File: config.mk
export PLATFORM = sky130hd
export DESIGN_NAME = multicycle_ctrl
export DESIGN_NICKNAME = d
export VERILOG_FILES = /design/src/rtl/aqrui_pkg.sv /design/src/rtl/ctrl_opdecode.sv /design/src/rtl/multicycle_ctrl.sv
export SDC_FILE = /design/constraint.sdc
export NUM_CORES = 1
export LEC_CHECK = 0
export ABC_AREA = 1
export CORE_MARGIN = 2
export CORE_UTILIZATION = 36
export DETAILED_ROUTE_END_ITERATION = 7
export GPL_TIMING_DRIVEN = 0
export HOLD_SLACK_MARGIN = 0.02
export PLACE_DENSITY = 0.8
export SLEW_MARGIN = 20
export SYNTH_ARGS = -nofsm -noshare
export SYNTH_HDL_FRONTEND = slang
export SYNTH_HIERARCHICAL = 1
export SYNTH_SLANG_ARGS = --single-unit
File: constraint.sdc
create_clock -name clk_i -period 1.9 [get_ports clk_i]
set_clock_uncertainty 0.05 [all_clocks]
set_input_delay 0.38 -clock clk_i [delete_from_list [all_inputs] [get_ports clk_i]]
set_output_delay 0.38 -clock clk_i [all_outputs]
set_load 0.05 [all_outputs]
File: src/rtl/aqrui_pkg.sv
// Shared definitions for the multicycle RV32I-subset core control path.
// Holds the controller state encoding, the supported major opcodes, the
// ALU operation encodings driven to the ALU decoder, the branch funct3
// codes, and the opcode-class record produced by ctrl_opdecode.
package aqrui_pkg;

   typedef enum logic [2:0] {
      ST_FETCH  = 3'd0,
      ST_DECODE = 3'd1,
      ST_EXEC   = 3'd2,
      ST_MEM    = 3'd3,
      ST_WB     = 3'd4,
      ST_TRAP   = 3'd5
   } state_t;

   localparam logic [6:0] OP_I = 7'b0010011;
   localparam logic [6:0] OP_R = 7'b0110011;
   localparam logic [6:0] OP_S = 7'b0100011;
   localparam logic [6:0] OP_B = 7'b1100011;
   localparam logic [6:0] OP_L = 7'b0000011;

   localparam logic [1:0] ALU_ADD = 2'b00;
   localparam logic [1:0] ALU_SUB = 2'b01;
   localparam logic [1:0] ALU_FN  = 2'b10;

   localparam logic [2:0] F3_BEQ = 3'b000;
   localparam logic [2:0] F3_BNE = 3'b001;

   // One-hot opcode class; all-zero means the opcode is not supported.
   typedef struct packed {
      logic is_i;
      logic is_r;
      logic is_s;
      logic is_b;
      logic is_l;
   } opcls_t;

   // Branch resolution from the SUB result's zero flag. Only BEQ/BNE are
   // supported; every other funct3 resolves as not taken.
   function automatic logic br_taken(input logic [2:0] funct3, input logic zero);
      return ((funct3 == F3_BEQ) && zero) || ((funct3 == F3_BNE) && !zero);
   endfunction

endpackage

File: src/rtl/ctrl_opdecode.sv
// Combinational major-opcode classifier, shared by the control FSM and the
// immediate-select logic.
// Ports:
//   i_opcode  instruction bits [6:0]
//   o_cls     one-hot opcode class (I-ALU, R, S, B, Load)
//   o_legal   high when the opcode belongs to one of the supported classes
module ctrl_opdecode
   import aqrui_pkg::*;
(
   input  logic [6:0] i_opcode,
   output opcls_t     o_cls,
   output logic       o_legal
);

   always_comb begin
      o_cls      = '0;
      o_cls.is_i = (i_opcode == OP_I);
      o_cls.is_r = (i_opcode == OP_R);
      o_cls.is_s = (i_opcode == OP_S);
      o_cls.is_b = (i_opcode == OP_B);
      o_cls.is_l = (i_opcode == OP_L);
      o_legal    = |o_cls;
   end

endmodule

File: src/rtl/multicycle_ctrl.sv
// Main control FSM of the multicycle RV32I-subset core. Sequences the shared
// datapath through FETCH/DECODE/EXEC/MEM/WB and drives every enable/select
// strobe plus the instruction/data memory request handshakes, with a bounded
// wait counter that times out stalled requests.
// Optional feature: define AQRUI_ILLEGAL_TRAP_EN to trap unsupported opcodes
// in a sticky TRAP state (illegal_o=1); otherwise they execute as a NOP.
// Ports:
//   clk_i, rst_i       clock, synchronous active-high reset
//   instr_i            instruction register output
//   zero_i             ALU zero flag (EXEC)
//   mem_ready_i        acknowledge for the pending fetch/load/store
//   imem_req_o         instruction fetch request
//   dmem_re_o/we_o     data read / write request
//   ir_we_o, pc_we_o   IR/old-PC latch, PC update
//   pc_sel_o           0 = PC+4, 1 = old PC + immediate
//   alu_src_o          0 = rs2, 1 = immediate
//   alu_op_o           00 add, 01 sub, 10 funct-decoded
//   rf_we_o, wb_sel_o  register write, write-back source (1 = load data)
//   timeout_o          one-cycle memory timeout pulse
//   illegal_o          illegal-opcode trap flag
//   state_o            current state (debug)
module multicycle_ctrl
   import aqrui_pkg::*;
#(
   parameter int WAIT_MAX = 15
) (
   input  logic        clk_i,
   input  logic        rst_i,
   input  logic [31:0] instr_i,
   input  logic        zero_i,
   input  logic        mem_ready_i,
   output logic        imem_req_o,
   output logic        dmem_re_o,
   output logic        dmem_we_o,
   output logic        ir_we_o,
   output logic        pc_we_o,
   output logic        pc_sel_o,
   output logic        alu_src_o,
   output logic [1:0]  alu_op_o,
   output logic        rf_we_o,
   output logic        wb_sel_o,
   output logic        timeout_o,
   output logic        illegal_o,
   output logic [2:0]  state_o
);

   localparam int CNT_W = $clog2(WAIT_MAX);

   state_t           r_state;
   state_t           w_next;
   logic [CNT_W-1:0] r_cnt;
   opcls_t           r_cls;
   logic [2:0]       r_funct3;
   opcls_t           w_cls;
   logic             w_legal;
   logic             w_req;
   logic             w_tmo;
   logic             w_unused;

   // Only the opcode and funct3 fields steer the controller.
   assign w_unused = ^{instr_i[31:15], instr_i[11:7]};

   ctrl_opdecode u_opdecode (
      .i_opcode (instr_i[6:0]),
      .o_cls    (w_cls),
      .o_legal  (w_legal)
   );

   // A request is pending in every FETCH and MEM cycle; ready wins over
   // timeout because the timeout term requires ready low.
   assign w_req = (r_state == ST_FETCH) || (r_state == ST_MEM);
   assign w_tmo = w_req && !mem_ready_i && (r_cnt == CNT_W'(WAIT_MAX - 1));

   always_ff @(posedge clk_i) begin
      if (rst_i) begin
         r_state <= ST_FETCH;
         r_cnt   <= '0;
      end else begin
         r_state <= w_next;
         // Every non-waiting cycle clears the counter, so FETCH and MEM are
         // always entered (or re-entered after timeout) with a count of 0.
         if (w_req && !mem_ready_i && !w_tmo) r_cnt <= r_cnt + 1'b1;
         else                                 r_cnt <= '0;
      end
   end

   // Opcode class and funct3 are captured in DECODE so the later phases
   // do not depend on the IR staying untouched.
   always_ff @(posedge clk_i) begin
      if (r_state == ST_DECODE) begin
         r_cls    <= w_cls;
         r_funct3 <= instr_i[14:12];
      end
   end

   always_comb begin
      w_next     = r_state;
      imem_req_o = 1'b0;
      dmem_re_o  = 1'b0;
      dmem_we_o  = 1'b0;
      ir_we_o    = 1'b0;
      pc_we_o    = 1'b0;
      pc_sel_o   = 1'b0;
      alu_src_o  = 1'b0;
      alu_op_o   = ALU_ADD;
      rf_we_o    = 1'b0;
      wb_sel_o   = 1'b0;
      case (r_state)
         ST_FETCH: begin
            imem_req_o = 1'b1;
            if (mem_ready_i) begin
               ir_we_o = 1'b1;
               pc_we_o = 1'b1;
               w_next  = ST_DECODE;
            end
         end
         ST_DECODE: begin
            if (w_legal) w_next = ST_EXEC;
`ifdef AQRUI_ILLEGAL_TRAP_EN
            else         w_next = ST_TRAP;
`else
            else         w_next = ST_FETCH;
`endif
         end
         ST_EXEC: begin
            w_next = ST_FETCH;
            if (r_cls.is_i || r_cls.is_r) begin
               alu_src_o = r_cls.is_i;
               alu_op_o  = ALU_FN;
               w_next    = ST_WB;
            end else if (r_cls.is_l || r_cls.is_s) begin
               alu_src_o = 1'b1;
               alu_op_o  = ALU_ADD;
               w_next    = ST_MEM;
            end else if (r_cls.is_b) begin
               alu_op_o = ALU_SUB;
               if (br_taken(r_funct3, zero_i)) begin
                  pc_we_o  = 1'b1;
                  pc_sel_o = 1'b1;
               end
            end
         end
         ST_MEM: begin
            dmem_re_o = r_cls.is_l;
            dmem_we_o = r_cls.is_s;
            if (mem_ready_i) w_next = r_cls.is_l ? ST_WB : ST_FETCH;
            else if (w_tmo)  w_next = ST_FETCH;
         end
         ST_WB: begin
            rf_we_o  = 1'b1;
            wb_sel_o = r_cls.is_l;
            w_next   = ST_FETCH;
         end
`ifdef AQRUI_ILLEGAL_TRAP_EN
         ST_TRAP: w_next = ST_TRAP;
`endif
         default: w_next = ST_FETCH;
      endcase
      // Reset kills every strobe in the same cycle it is asserted.
      if (rst_i) begin
         imem_req_o = 1'b0;
         dmem_re_o  = 1'b0;
         dmem_we_o  = 1'b0;
         ir_we_o    = 1'b0;
         pc_we_o    = 1'b0;
         pc_sel_o   = 1'b0;
         alu_src_o  = 1'b0;
         alu_op_o   = ALU_ADD;
         rf_we_o    = 1'b0;
         wb_sel_o   = 1'b0;
      end
   end

   assign timeout_o = w_tmo && !rst_i;
   assign state_o   = rst_i ? 3'd0 : r_state;
`ifdef AQRUI_ILLEGAL_TRAP_EN
   assign illegal_o = (r_state == ST_TRAP) && !rst_i;
`else
   assign illegal_o = 1'b0;
`endif

endmodule

==> results of run 1 <==
-- worst min path at each step --
stage | to | depth (start not counted)
6_report | r_state[2] | 4
5_1_grt | r_state[2] | 4
2_1_floorplan | r_cnt[0] | 1
3_3_place_gp | r_cnt[0] | 1
3_5_place_dp | r_cnt[0] | 1
4_1_cts | r_cnt[0] | 1
-- worst max-delay path: stages, from the launching register on --
cell and delay [ps]:
edfxtp_1 420, nor2_2 160, nand3_2 120, nor2_2 120, nand2_1 60, a21oi_1 120, buf_4 210
-- cell families after synthesis --
logic type	count (synthesis)
AOI/OAI and AO/OA	4
xor gates and xnor gates	2
adders and majority gates	2
buffers and inverters	17
DFF	15
other	1
and+or+nand+nor	71
-- through the flow --
step                TNS [ps]  instances
finish                 -13.5        183
global route            -265        183
CTS                     -140        174
detailed placement     -9370        168
global placement       -8930        168
floorplan               -649        112
-- flip-flops by register name, summed over array words and instances, names as in the netlist --
signal	count
r_cls	5
r_state	3
r_funct3	3
r_cnt	4
-- power by group --
group / internal [mW] / switching, mW / leakage, nW
clock: 0.0780 / 0.0927 / 0.0177
sequential: 0.354 / 0.0103 / 0.139
combinational: 0.0696 / 0.0868 / 0.439
total: 0.501 / 0.190 / 0.595
-- what timing repair did --
item,4_1_cts,5_1_grt
hold buffers,0,0
resized for setup,94,14
cloned,0,0
pin swaps,2,3
setup endpoints to repair,15,11
setup buffers,2,9
-- layout make-up --
cell class,instances,share of cell area [%]
clock buffers,3,1.70
clock inverters,1,0.377
inverters,15,4.43
plain buffers,2,1.42
flip-flops and latches,15,29.1
repair buffers,39,25.3
well taps,28,2.64
multi-input cells,80,35.1
-- synthesized netlist by cell type, drive strengths merged --
cell,number
a21oi,3
and3,1
buf,2
conb,1
dfxtp,7
edfxtp,8
ha,2
inv,15
nand2,20
nand3,15
nor2,29
nor3,4
nor3b,1
nor4,1
o21ai,1
xnor2,1
xor2,1
-- cells in the final DEF, fill, tap and decap left out, types with 2 or more instances in the layout --
cell type,instances
edfxtp_1,8
buf_2,3
dfxtp_1,5
nand3_1,12
nand3_2,2
nor3_2,2
nor2_1,17
clkdlybuf4s50_1,12
nand2_1,18
buf_4,19
nor2_2,11
ha_1,2
a21oi_1,2
buf_6,4
inv_1,14
nor3_1,2
clkbuf_4,4
-- routing by layer --
layer | global-route usage (%) | up-vias
met5 | 0 | -
met4 | 7.26 | 0
met3 | 0.847 | 4
met2 | 26.3 | 24
met1 | 14.5 | 362
li1 | - | 442
==> flow_summary.ini, run 1 <==
[global_routing]
grt_max_degree = 11
grt_pass1_wl_mm = 2.84
grt_pass1_vias = 734
grt_antenna_before_repair = 0
globalRouteTotalUtil_pct = 13.6
grt-ovfl-total = 0

[floorplanning]
die_height_um = 52.9
core_area_sq_mm = 0.00223
die_x_um = 52.9
die_area_sq_mm = 0.00279
pin_count = 52
placementRows = 17
initial_core_util_pct = 38.5

[sta]
hold_viol = 0
rsz0062_at_grt = yes
fin_ws_ps = -13.5
whs_ps = 451
slew_violations = 0
min_period_ps = 1910
setup_viol = 1
fin_crit_sh_pct = 101
max_freq_ghz = 0.523
tightestPinTransition_ps = 657
slew_headroom_pct = 55.9

[worst_setup_path]
start_kind = flip-flop
required_ps = 1470
cp-end-kind = output port
rr_endpoint = r_cls[0]
crit_path_end = pc_we_o
critPathLaunch = r_cls[3]
rr_worst_depth = 2
arrival_ps = 1480
path_max_fanout = 2
rr_startpoint = r_state[0]
path_class = reg2out
r2r_setup_slack_ps = 470

[logic_synthesis]
syn_avg_cell_area_sq_um = 7.67
synthSimpleGateAreaFrac_pct = 38.9
synth_fp_nets = 150
syn_inst = 112
synth_top_family_by_area = simple AND/OR/NAND/NOR gates
synth_largest_area_cell = edfxtp_1
yosysSeqAreaShare_pct = 44.3
ys_ff_latch = 15
ys_top_cells_by_area = edfxtp_1 (28%), dfxtp_1 (16%), nor2_1 (10%), nand2_1 (7.9%), nand3_1 (7.6%)
synth_cell_types = 24
synth-adder-area-share_pct = 2.91
synth_top_area_share_pct = 27.9
yosysWarnings = 6
synthMuxAreaShare_pct = 0
syn_area_sq_um = 860
synth_compound_area_share_pct = 3.64
yosys.area_share.xor_xnor_pct = 2.04

[power_and_ir_drop]
power_density_mw_per_mm2 = 521
p_leak_nw = 0.595
power_uw = 691
irDropWorstVdd_uv = 326

[finish]
fin_area_sq_mm = 0.00133
multi_input_area_sq_um = 465
drive_gt1_share_pct = 36.8
fillers = 210
area_delta_synth_final_pct = 54.3
seqCellArea_sq_um = 385
fin_util_pct = 59.4
n_antenna_cell = 0
nets = 194

[place]
place_hpwl_mm = 1.35
place.gp.congestion = 0.840
placed_area_sq_mm = 0.00119
place_worst_setup_slack_ps = -781
io_buffer_count = 28

[clock_tree]
cts_made_buffers = 3
cts.sinks = 15
clk_latency_ps = 280
cts_tree = yes
h-tree-depth = 1
cts.clk_slew.worst_paths_ps = 90
ctsLongestPathBuffers = 2
cts-root-buf = clkbuf_4

[routing]
vias_per_cell = 4.55
wirelength_mm = 1.84
drt-wirelength-per-cell_um = 10.0
wl_met2_um = 964
m1WireLength_um = 766
drt_iter0_markers = 3
via_count = 832
highest-signal-layer = met4
drc = 0
wl_met3_um = 73
drtAntennaViolNets = 0
first_pass_iters = 4

[status]
outcome = finished, violations left
failed_checks = negative setup slack

[min_path]
min_path_type = in2reg
min_from = rst_i

[job]
max-cap-violations = 0
(Power assumes the default switching activity.)
==> run 2: changes to the inputs <==
--- a/config.mk
+++ b/config.mk
@@ -6,6 +6,7 @@
 export NUM_CORES = 1
 export LEC_CHECK = 0
 export ABC_AREA = 1
+export ABC_CLOCK_PERIOD_IN_PS = 1900
 export CORE_MARGIN = 2
 export CORE_UTILIZATION = 36
 export DETAILED_ROUTE_END_ITERATION = 7
==> results of run 2 <==
No change in the layout: final DEF, timing and power equal those of run 1.
==> run 3: changes to the inputs <==
--- a/config.mk
+++ b/config.mk
@@ -13,7 +13,7 @@
 export GPL_TIMING_DRIVEN = 0
 export HOLD_SLACK_MARGIN = 0.02
 export PLACE_DENSITY = 0.8
-export SLEW_MARGIN = 20
+export SLEW_MARGIN = 10
 export SYNTH_ARGS = -nofsm -noshare
 export SYNTH_HDL_FRONTEND = slang
 export SYNTH_HIERARCHICAL = 1
==> flow_summary.ini, run 3 (synthesized netlist as in run 1, its figures left out) <==
[routing]
vias_per_cell = 4.54
first_pass_iters = 4
wirelength_mm = 1.80
drt-wirelength-per-cell_um = 10.0
via_count = 817
drc = 0
drt_iter0_markers = 6
drtAntennaViolNets = 0

[place]
io_buffer_count = 28
place_worst_setup_slack_ps = -781
place.gp.congestion = 0.840
dp.cells = 168
place_hpwl_mm = 1.35
placed_area_sq_mm = 0.00119

[power_and_ir_drop]
power_uw = 685
p_leak_nw = 0.583
power_density_mw_per_mm2 = 530
switching_share_pct = 27.4
combPwrFrac_pct = 22.0
seqPwrFrac_pct = 53.1
power.share.clock_pct = 24.9
irDropWorstVdd_uv = 329
p_switching_uw = 188
internal_power_uw = 497

[sta]
rsz0062_at_grt = yes
fin_crit_sh_pct = 101
hold_viol = 0
setup-tns-final_ps = -10.6
max_freq_ghz = 0.523
slew_headroom_pct = 56.0
fin_ws_ps = -10.6
tightestPinTransition_ps = 657
whs_ps = 447
min_period_ps = 1910
setup_viol = 1
slew_violations = 0

[global_routing]
grt_pass1_vias = 734
grt_pass1_wl_mm = 2.84
grt-ovfl-total = 0
grt_antenna_before_repair = 0
grt_max_degree = 11
globalRouteTotalUtil_pct = 13.6

[floorplanning]
die_x_um = 52.9
core_area_sq_mm = 0.00223
initial_core_util_pct = 38.5
pin_count = 52
die_height_um = 52.9
placementRows = 17
die_area_sq_mm = 0.00279

[clock_tree]
cts_tree = yes
clk_latency_ps = 280
cts_hold_buf = 0
cts.clk_slew.worst_paths_ps = 90
ctsLongestPathBuffers = 2
cts_made_buffers = 3
cts.sinks = 15
cts-root-buf = clkbuf_4
h-tree-depth = 1

[worst_setup_path]
rr_startpoint = r_state[0]
required_ps = 1470
path_max_fanout = 2
start_kind = flip-flop
critPathLaunch = r_cls[4]
path_class = reg2out
cp-end-kind = output port
arrival_ps = 1480

[finish]
n_antenna_cell = 0
mostFrequentLayoutCells = nand2_1 (18), nor2_1 (17), buf_4 (16)
nets = 191
instances_no_fill = 180
drive_gt1_share_pct = 35.5
fin_area_sq_mm = 0.00129
reg_top3 = r_cls (5), r_cnt (4)
layout_commonest_cell = nand2_1
area_delta_synth_final_pct = 50.4
fillers = 212
largest_reg_flops = 5
fin_util_pct = 57.9
top_register = r_cls

[job]
max-cap-violations = 0

[min_path]
min_path_type = in2reg
min_from = rst_i

[status]
outcome = finished, violations left
failed_checks = negative setup slack
[run 3: changes by cell type in the layout (fill, tap and decap cells not counted)]
cell and change:
buf_2 +1, buf_4 -3, clkdlybuf4s15_2 -1, nand2_2 +1
nand2_4 -1
[run 3: cell type report]
type | count | area (sq um) | share of cell area (%)
multi-input cells | 80 | 460 | 35.6
flip-flops and latches | 15 | 385 | 29.8
repair buffers | 36 | 307 | 23.7
inverters | 15 | 58.8 | 4.55
well taps | 28 | 35.0 | 2.71
clock buffers | 3 | 22.5 | 1.74
plain buffers | 2 | 18.8 | 1.45
clock inverters | 1 | 5.00 | 0.387
[run 3: worst max-delay path, cell delays in order (launching register included)]
cell      delay [ps]
edfxtp_1         410
nor2_2           160
nand3_2          120
nor2_2           120
nand2_1           60
a21oi_1          120
buf_4            210
[run 3: timing repair]
item | in CTS | in global routing
setup buffers | 2 | 6
gates cloned | 0 | 0
pin swaps | 2 | 1
resized for setup | 94 | 16
endpoints found under the setup margin | 15 | 20
[run 3: path summary, 6_finish.rpt]
| kind | end | slack (ps) | cells after the start |
|---|---|---|---|
| hold reg to reg | r_cnt[0] | 450 | 1 |
| setup / recovery | pc_we_o | -10 | 6 |
| setup reg to reg | r_cls[0] | 470 | 2 |
| hold / removal | r_state[2] | 450 | 4 |
[run 3: per-layer routing]
layer | wire (um) | share of wire [%] | global-route usage [%] | up-vias
met5 | 0 | 0 | 0 | -
met4 | 10 | 0.55 | 7.26 | 0
met3 | 64 | 3.6 | 0.847 | 2
met2 | 964 | 53 | 26.3 | 22
met1 | 763 | 42 | 14.5 | 357
li1 | - | - | - | 436
[run 3: power groups by stage]
stage	Sequential, mW	Clock (mW)	Combinational, mW
3_5_place_dp	0.370	0	0.133
4_1_cts	0.364	0.174	0.133
3_3_place_gp	0.369	0	0.129
5_1_grt	0.366	0.188	0.163
6_report	0.364	0.170	0.151
2_1_floorplan	0.368	0	0.0803
